## src/rtl/udp_tx.sv

```systemverilog
// udp_tx: UDP/IPv4 transmit framer.
// Resolves the destination MAC through the ARP cache, retries through an
// ARP request trigger on a miss, then emits Ethernet II + IPv4 + UDP header
// followed by the payload. Optional short-frame padding to 60 bytes is
// compiled in with `define UDP_TX_PAD_EN.
module udp_tx #(
  parameter logic [31:0] LOCAL_IP   = 32'hC0A8_006E,
  parameter logic [47:0] LOCAL_MAC  = 48'hABCD_1234_5678,
  parameter logic [15:0] LOCAL_PORT = 16'h1F90,
  parameter logic [15:0] DEST_PORT  = 16'h1F90,
  parameter int unsigned ARP_RETRY  = 3
) (
  input  logic        logic_clk,
  input  logic        logic_rst,
  input  logic [7:0]  udp_tdata_in,
  input  logic        udp_tvalid_in,
  output logic        udp_tready_out,
  input  logic        udp_tlast_in,
  input  logic [31:0] udp_tip_in,
  input  logic [15:0] udp_tlen_in,
  output logic [31:0] arp_query_ip_out,
  output logic        arp_query_valid_out,
  input  logic        arp_query_ready_in,
  input  logic [47:0] arp_response_mac_in,
  input  logic        arp_response_valid_in,
  output logic        arp_response_ready_out,
  input  logic        arp_response_err_in,
  output logic        trig_arp_qvalid_out,
  output logic [31:0] trig_arp_ip_out,
  input  logic        trig_arp_qready_in,
  output logic [7:0]  net_rtrans_data_out,
  output logic        net_rtrans_valid_out,
  input  logic        net_rtrans_ready_in,
  output logic        net_rtrans_last_out,
  output logic        drop_pulse_out
);

  localparam logic [2:0] RETRY_MAX = 3'(ARP_RETRY);
  localparam logic [5:0] HDR_LAST  = 6'd41;

  typedef enum logic [3:0] {
    S_IDLE, S_QUERY, S_RESP, S_TRIG, S_CSUM, S_HDR, S_PAYLOAD,
`ifdef UDP_TX_PAD_EN
    S_PAD,
`endif
    S_DROP
  } state_t;

  state_t      state_q, state_d;
  logic [31:0] ip_q;
  logic [15:0] len_q;
  logic [47:0] mac_q;
  logic [15:0] id_q;
  logic [2:0]  retry_q;
  logic [5:0]  idx_q;
  logic [31:0] sum_q;
  logic [15:0] csum_q;
  logic        csum_ph_q;

  logic latch_req, latch_mac, inc_retry, clr_retry, hdr_adv, frame_done;
  logic sum_ld, csum_ld;

  logic [15:0]         tot_len, udp_len;
  logic [31:0]         hdr_sum;
  logic [16:0]         fold1;
  logic [15:0]         fold2;
  logic [0:41][7:0]    hdr_b;

`ifdef UDP_TX_PAD_EN
  // payload+pad slot counter, saturating at the slot of frame byte 59
  logic [4:0] pcnt_q;
  logic       pay_adv;
  logic       pad_pend;
  assign pad_pend = (pcnt_q < 5'd17);
`endif

  assign tot_len = len_q + 16'd28;
  assign udp_len = len_q + 16'd8;

  // ones-complement header sum; checksum word itself counts as zero
  assign hdr_sum = 32'h4500 + 32'(tot_len) + 32'(id_q) + 32'h4000 + 32'h4011 +
                   32'(LOCAL_IP[31:16]) + 32'(LOCAL_IP[15:0]) +
                   32'(ip_q[31:16]) + 32'(ip_q[15:0]);
  assign fold1 = 17'(sum_q[15:0]) + 17'(sum_q[31:16]);
  assign fold2 = fold1[15:0] + {15'd0, fold1[16]};

  assign hdr_b = {mac_q, LOCAL_MAC, 16'h0800, 8'h45, 8'h00, tot_len, id_q,
                  8'h40, 8'h00, 8'h40, 8'h11, csum_q, LOCAL_IP, ip_q,
                  LOCAL_PORT, DEST_PORT, udp_len, 16'h0000};

  assign arp_query_ip_out = ip_q;
  assign trig_arp_ip_out  = ip_q;

  // state register
  always_ff @(posedge logic_clk or negedge logic_rst) begin
    if (!logic_rst) state_q <= S_IDLE;
    else            state_q <= state_d;
  end

  // next state, handshake outputs and datapath strobes
  always_comb begin
    state_d                = state_q;
    udp_tready_out         = 1'b0;
    arp_query_valid_out    = 1'b0;
    arp_response_ready_out = 1'b0;
    trig_arp_qvalid_out    = 1'b0;
    net_rtrans_valid_out   = 1'b0;
    net_rtrans_data_out    = 8'h00;
    net_rtrans_last_out    = 1'b0;
    drop_pulse_out         = 1'b0;
    latch_req  = 1'b0;
    latch_mac  = 1'b0;
    inc_retry  = 1'b0;
    clr_retry  = 1'b0;
    hdr_adv    = 1'b0;
    frame_done = 1'b0;
    sum_ld     = 1'b0;
    csum_ld    = 1'b0;
`ifdef UDP_TX_PAD_EN
    pay_adv    = 1'b0;
`endif
    case (state_q)
      S_IDLE: begin
        if (udp_tvalid_in) begin
          latch_req = 1'b1;
          state_d   = S_QUERY;
        end
      end
      S_QUERY: begin
        arp_query_valid_out = 1'b1;
        if (arp_query_ready_in) state_d = S_RESP;
      end
      S_RESP: begin
        arp_response_ready_out = 1'b1;
        if (arp_response_valid_in) begin
          if (!arp_response_err_in) begin
            latch_mac = 1'b1;
            state_d   = S_CSUM;
          end else if (retry_q < RETRY_MAX) begin
            state_d = S_TRIG;
          end else begin
            state_d = S_DROP;
          end
        end
      end
      S_TRIG: begin
        trig_arp_qvalid_out = 1'b1;
        if (trig_arp_qready_in) begin
          inc_retry = 1'b1;
          state_d   = S_QUERY;
        end
      end
      S_CSUM: begin
        if (!csum_ph_q) sum_ld = 1'b1;
        else begin
          csum_ld = 1'b1;
          state_d = S_HDR;
        end
      end
      S_HDR: begin
        net_rtrans_valid_out = 1'b1;
        net_rtrans_data_out  = hdr_b[idx_q];
        if (net_rtrans_ready_in) begin
          hdr_adv = 1'b1;
          if (idx_q == HDR_LAST) state_d = S_PAYLOAD;
        end
      end
      S_PAYLOAD: begin
        net_rtrans_valid_out = udp_tvalid_in;
        net_rtrans_data_out  = udp_tdata_in;
        udp_tready_out       = net_rtrans_ready_in;
`ifdef UDP_TX_PAD_EN
        net_rtrans_last_out  = udp_tlast_in && !pad_pend;
`else
        net_rtrans_last_out  = udp_tlast_in;
`endif
        if (udp_tvalid_in && net_rtrans_ready_in) begin
`ifdef UDP_TX_PAD_EN
          pay_adv = 1'b1;
          if (udp_tlast_in) begin
            if (pad_pend) state_d = S_PAD;
            else begin
              frame_done = 1'b1;
              state_d    = S_IDLE;
            end
          end
`else
          if (udp_tlast_in) begin
            frame_done = 1'b1;
            state_d    = S_IDLE;
          end
`endif
        end
      end
`ifdef UDP_TX_PAD_EN
      S_PAD: begin
        net_rtrans_valid_out = 1'b1;
        net_rtrans_last_out  = !pad_pend;
        if (net_rtrans_ready_in) begin
          pay_adv = 1'b1;
          if (!pad_pend) begin
            frame_done = 1'b1;
            state_d    = S_IDLE;
          end
        end
      end
`endif
      S_DROP: begin
        udp_tready_out = 1'b1;
        if (udp_tvalid_in && udp_tlast_in) begin
          drop_pulse_out = 1'b1;
          clr_retry      = 1'b1;
          state_d        = S_IDLE;
        end
      end
      default: state_d = S_IDLE;
    endcase
  end

  // packet context, retry/identification counters, checksum pipeline
  always_ff @(posedge logic_clk or negedge logic_rst) begin
    if (!logic_rst) begin
      ip_q      <= '0;
      len_q     <= '0;
      mac_q     <= '0;
      id_q      <= '0;
      retry_q   <= '0;
      idx_q     <= '0;
      sum_q     <= '0;
      csum_q    <= '0;
      csum_ph_q <= 1'b0;
    end else begin
      if (latch_req) begin
        ip_q  <= udp_tip_in;
        len_q <= udp_tlen_in;
      end
      if (latch_mac) mac_q <= arp_response_mac_in;
      if (clr_retry || frame_done) retry_q <= '0;
      else if (inc_retry)          retry_q <= retry_q + 3'd1;
      if (frame_done) id_q <= id_q + 16'd1;
      if (sum_ld) begin
        sum_q     <= hdr_sum;
        csum_ph_q <= 1'b1;
      end
      if (csum_ld) begin
        csum_q    <= ~fold2;
        csum_ph_q <= 1'b0;
      end
      if (hdr_adv) idx_q <= (idx_q == HDR_LAST) ? 6'd0 : idx_q + 6'd1;
    end
  end

`ifdef UDP_TX_PAD_EN
  // counts payload then pad slots; frame byte 59 sits at slot 17
  always_ff @(posedge logic_clk or negedge logic_rst) begin
    if (!logic_rst)                      pcnt_q <= '0;
    else if (latch_req)                  pcnt_q <= '0;
    else if (pay_adv && pcnt_q < 5'd17)  pcnt_q <= pcnt_q + 5'd1;
  end
`endif

endmodule

```

## config.mk

```make
export PLATFORM = sky130hd
export DESIGN_NAME = udp_tx
export DESIGN_NICKNAME = d
export VERILOG_FILES = /design/src/rtl/udp_tx.sv
export SDC_FILE = /design/constraint.sdc
export NUM_CORES = 1
export LEC_CHECK = 0
export CORE_UTILIZATION = 50
export DETAILED_ROUTE_END_ITERATION = 8
export HOLD_SLACK_MARGIN = 0.12
export PLACE_DENSITY = 0.76
export SYNTH_ARGS = -nofsm -noshare
export SYNTH_HDL_FRONTEND = slang
export SYNTH_SLANG_ARGS = --single-unit
```

## constraint.sdc

```tcl
create_clock -name logic_clk -period 6.65 [get_ports logic_clk]
set_clock_uncertainty 0.2 [all_clocks]
set_input_delay 1.33 -clock logic_clk [delete_from_list [all_inputs] [get_ports logic_clk]]
set_output_delay 1.33 -clock logic_clk [all_outputs]
set_load 0.02 [all_outputs]
```

==> impl_metrics.env <==
export IMPL_outcome="complete, but fails checks"
export IMPL_violations="design-rule violations"
export IMPL_cts_setup_buffers=0
export IMPL_post_route_cells_drive_above_1_share_pct=10.8
export IMPL_dp_final_hpwl_microns=24900
export IMPL_core_sq_um=22000
export IMPL_async_reset_ff_share_pct=100
export IMPL_via_count=9524
export IMPL_reg2reg_slack_ps=2110
export IMPL_clock_fmax_ghz=0.193
export IMPL_cts_root_buf="clkbuf_16"
export IMPL_die_area_sq_um=23100
export IMPL_synth_edff_count=0
export IMPL_rows=54
export IMPL_grt_max_degree=80
export IMPL_tns_ps=0
export IMPL_worstPathRequired_ps=5120
export IMPL_hold_depth=1
export IMPL_clock_sinks=160
export IMPL_fin_crit_ps=5180
export IMPL_fin_crit_sh_pct=77.9
export IMPL_synth_top_family_by_area="compound AO/OA/AOI/OAI gates"
export IMPL_cts_tree="yes"
export IMPL_rsz0062_at_grt="false"
export IMPL_ys_flop_type="dfrtp_1"
export IMPL_min_to="id_q[15]$_DFFE_PN0P_"
export IMPL_drt_initial_drc_count=887
export IMPL_synth_mux_area_share_pct=10.7
export IMPL_routedWlPerCell_microns=20.4
export IMPL_final_area_sq_um=13700
export IMPL_synth_seq_cells=160
export IMPL_grtUsageTotal_pct=29.0
export IMPL_drc_errors=22
export IMPL_dp_cells=1585
export IMPL_synth_compound_area_share_pct=15.9
export IMPL_drv_cap=0
export IMPL_syn_num_nets=1397
export IMPL_vias_per_cell=5.89
export IMPL_cts_buffer_depth=2
export IMPL_synth_cell_types=76
export IMPL_dpl_cell_area_sq_um=13100
export IMPL_grt_ovfl_total=0
export IMPL_cts_hold_buf=0
export IMPL_syn_cell_area_sq_um=11200
export IMPL_reg2reg_to="sum_q[14]$_DFFE_PN0P_"
export IMPL_finalWirelength_microns=33000
export IMPL_synth_xor_xnor_area_share_pct=5.38
export IMPL_nets=1520
export IMPL_synth_simple_area_share_pct=13.2
export IMPL_start_kind="flip-flop"
export IMPL_critPathCaptureType="output pin"
export IMPL_syn_avg_cell_area_sq_um=9.36
export IMPL_r2r_start="len_q[3]$_DFFE_PN0P_"
export IMPL_hp_class="reg -> reg"
export IMPL_cts_buffers=17
export IMPL_cts_resized=0
export IMPL_critPathKind="reg -> out"
export IMPL_cp_max_fo=6
export IMPL_grt_pass1_wl_microns=51600
export IMPL_portBuffers=191
export IMPL_grt_antenna_before_repair=0
export IMPL_ant_nets=0
export IMPL_dieWidth_microns=152
export IMPL_arrival_ps=3650
export IMPL_fp_dieH_microns=152
export IMPL_htree_levels=4
export IMPL_slew_viol_final=0
export IMPL_clk_latency_ps=440
export IMPL_hold_viol=0
export IMPL_synth_fa_ha_area_share_pct=11.4
export IMPL_num_antenna_cells=0
export IMPL_ff2ff_path_depth=15
export IMPL_hp_start="id_q[15]$_DFFE_PN0P_"
export IMPL_max_slew_margin_pct=39.9
export IMPL_tightestPinTransition_ps=894
export IMPL_instances_no_fill=1617
export IMPL_synthToLayoutAreaGrowth_pct=21.5
export IMPL_setup_viol=0
export IMPL_netlist_instances=1201
export IMPL_yosysWarnings=0
export IMPL_gp_congestion=0.941
export IMPL_start_util_pct=51.2
export IMPL_clk_pin_slew_ps=70
export IMPL_first_pass_iters=8
export IMPL_ys_seq_area_share_pct=35.6
export IMPL_grt_pass1_vias=9207
export IMPL_io_pins=192
==> state kept, by name (all words and copies together) (netlist names) <==
register          count
id_q                 16
idx_q                 6
arp_query_ip_out     32
len_q                16
csum_ph_q             1
csum_q               16
sum_q                19
state_q               3
retry_q               3
mac_q                48
==> area by class of cell <==
class,count,area (sq um)
Clock buffer,19,453
Multi-Input combinational cell,845,6370
Clock inverter,13,115
Sequential cell,160,4010
Fill cell,1815,8300
Tap cell,280,350
Inverter,99,372
Timing Repair Buffer,201,1990
==> worst max path at each step <==
stage,start,to,slack (ps),cells after the start
finish,len_q[3]$_DFFE_PN0P_,net_rtrans_data_out[7],1470,9
global route,len_q[5]$_DFFE_PN0P_,net_rtrans_data_out[7],1230,8
CTS,len_q[3]$_DFFE_PN0P_,net_rtrans_data_out[7],1500,9
detailed placement,len_q[3]$_DFFE_PN0P_,net_rtrans_data_out[7],1970,9
global placement,len_q[5]$_DFFE_PN0P_,net_rtrans_data_out[7],2020,8
floorplan,len_q[5]$_DFFE_PN0P_,sum_q[17]$_DFFE_PN0P_,2650,13
==> metal layers <==
layer	track usage [%]	share of wire, %	wire (microns)	up-vias
li1	-	-	-	4423
met1	38.5	42	13800	4554
met2	45.9	46	15200	463
met3	6.45	8.4	2760	84
met4	12.4	3.8	1240	0
met5	0	0	0	-
==> through the flow <==
stage | util, % | hold slack (ps) | setup slack (ps)
4_1_cts | 62.2 | 277 | 1500
5_1_grt | 62.2 | 308 | 1230
3_5_place_dp | 59.6 | 263 | 1970
3_3_place_gp | 59.6 | 262 | 2020
6_report | 62.2 | 273 | 1470
2_1_floorplan | - | 245 | 2650
==> cell usage after synthesis, types with 9 or more instances <==
cell type	count	share of area, %
nor4_1	9	0.50
mux2i_1	16	1.4
xnor2_1	45	3.5
nand2_1	119	4.0
a21o_1	11	0.73
o21ai_0	91	4.1
nor3_1	11	0.49
xor2_1	24	1.9
a21oi_1	61	2.7
inv_1	98	3.3
dfrtp_1	160	36
o211ai_1	11	0.73
ha_1	51	5.7
a31oi_1	13	0.72
mux4_2	10	2.0
nand3_1	33	1.5
nor2b_1	9	0.50
nor2_1	75	2.5
buf_4	34	2.3
mux2_2	73	7.3
fa_1	32	5.7
or3_1	9	0.50
clkbuf_1	50	1.7
==> layout by cell type (no fill, tap or decap), types with 9 or more instances in the layout <==
master	synthesis	final
a31oi_1	13	13
mux4_2	10	10
nor2b_1	9	9
a21o_1	11	11
xor2_1	24	24
or3_1	9	9
a21oi_1	61	61
inv_1	98	98
nand3_1	33	32
xnor2_1	45	45
nor4_1	9	9
nand2_1	119	119
mux2i_1	16	16
nor3_1	11	11
dfrtp_1	160	159
ha_1	51	51
clkbuf_16	0	17
nor2_1	75	75
mux2_2	73	73
o211ai_1	11	11
o21ai_0	91	91
buf_4	34	10
fa_1	32	32
clkdlybuf4s50_1	0	190
==> critical path, stage by stage (launching register included) <==
cell and delay (ps):
dfrtp_1 430, inv_1 140, ha_1 170, a21boi_1 490, nor2_1 130, xnor2_1 230
mux4_2 540, o21a_1 200, o21ai_0 220, clkdlybuf4s50_1 650
==> cells by family after synthesis <==
| family | after synthesis |
|---|---|
| compound gates | 278 |
| xor+xnor | 69 |
| buf+inv | 196 |
| flops | 160 |
| mux | 99 |
| simple gates | 316 |
| fa+ha+maj | 83 |
Power is left out: the tool's default activity adds up to more than one toggle a clock period on the data nets, which glitch-free logic cannot reach.
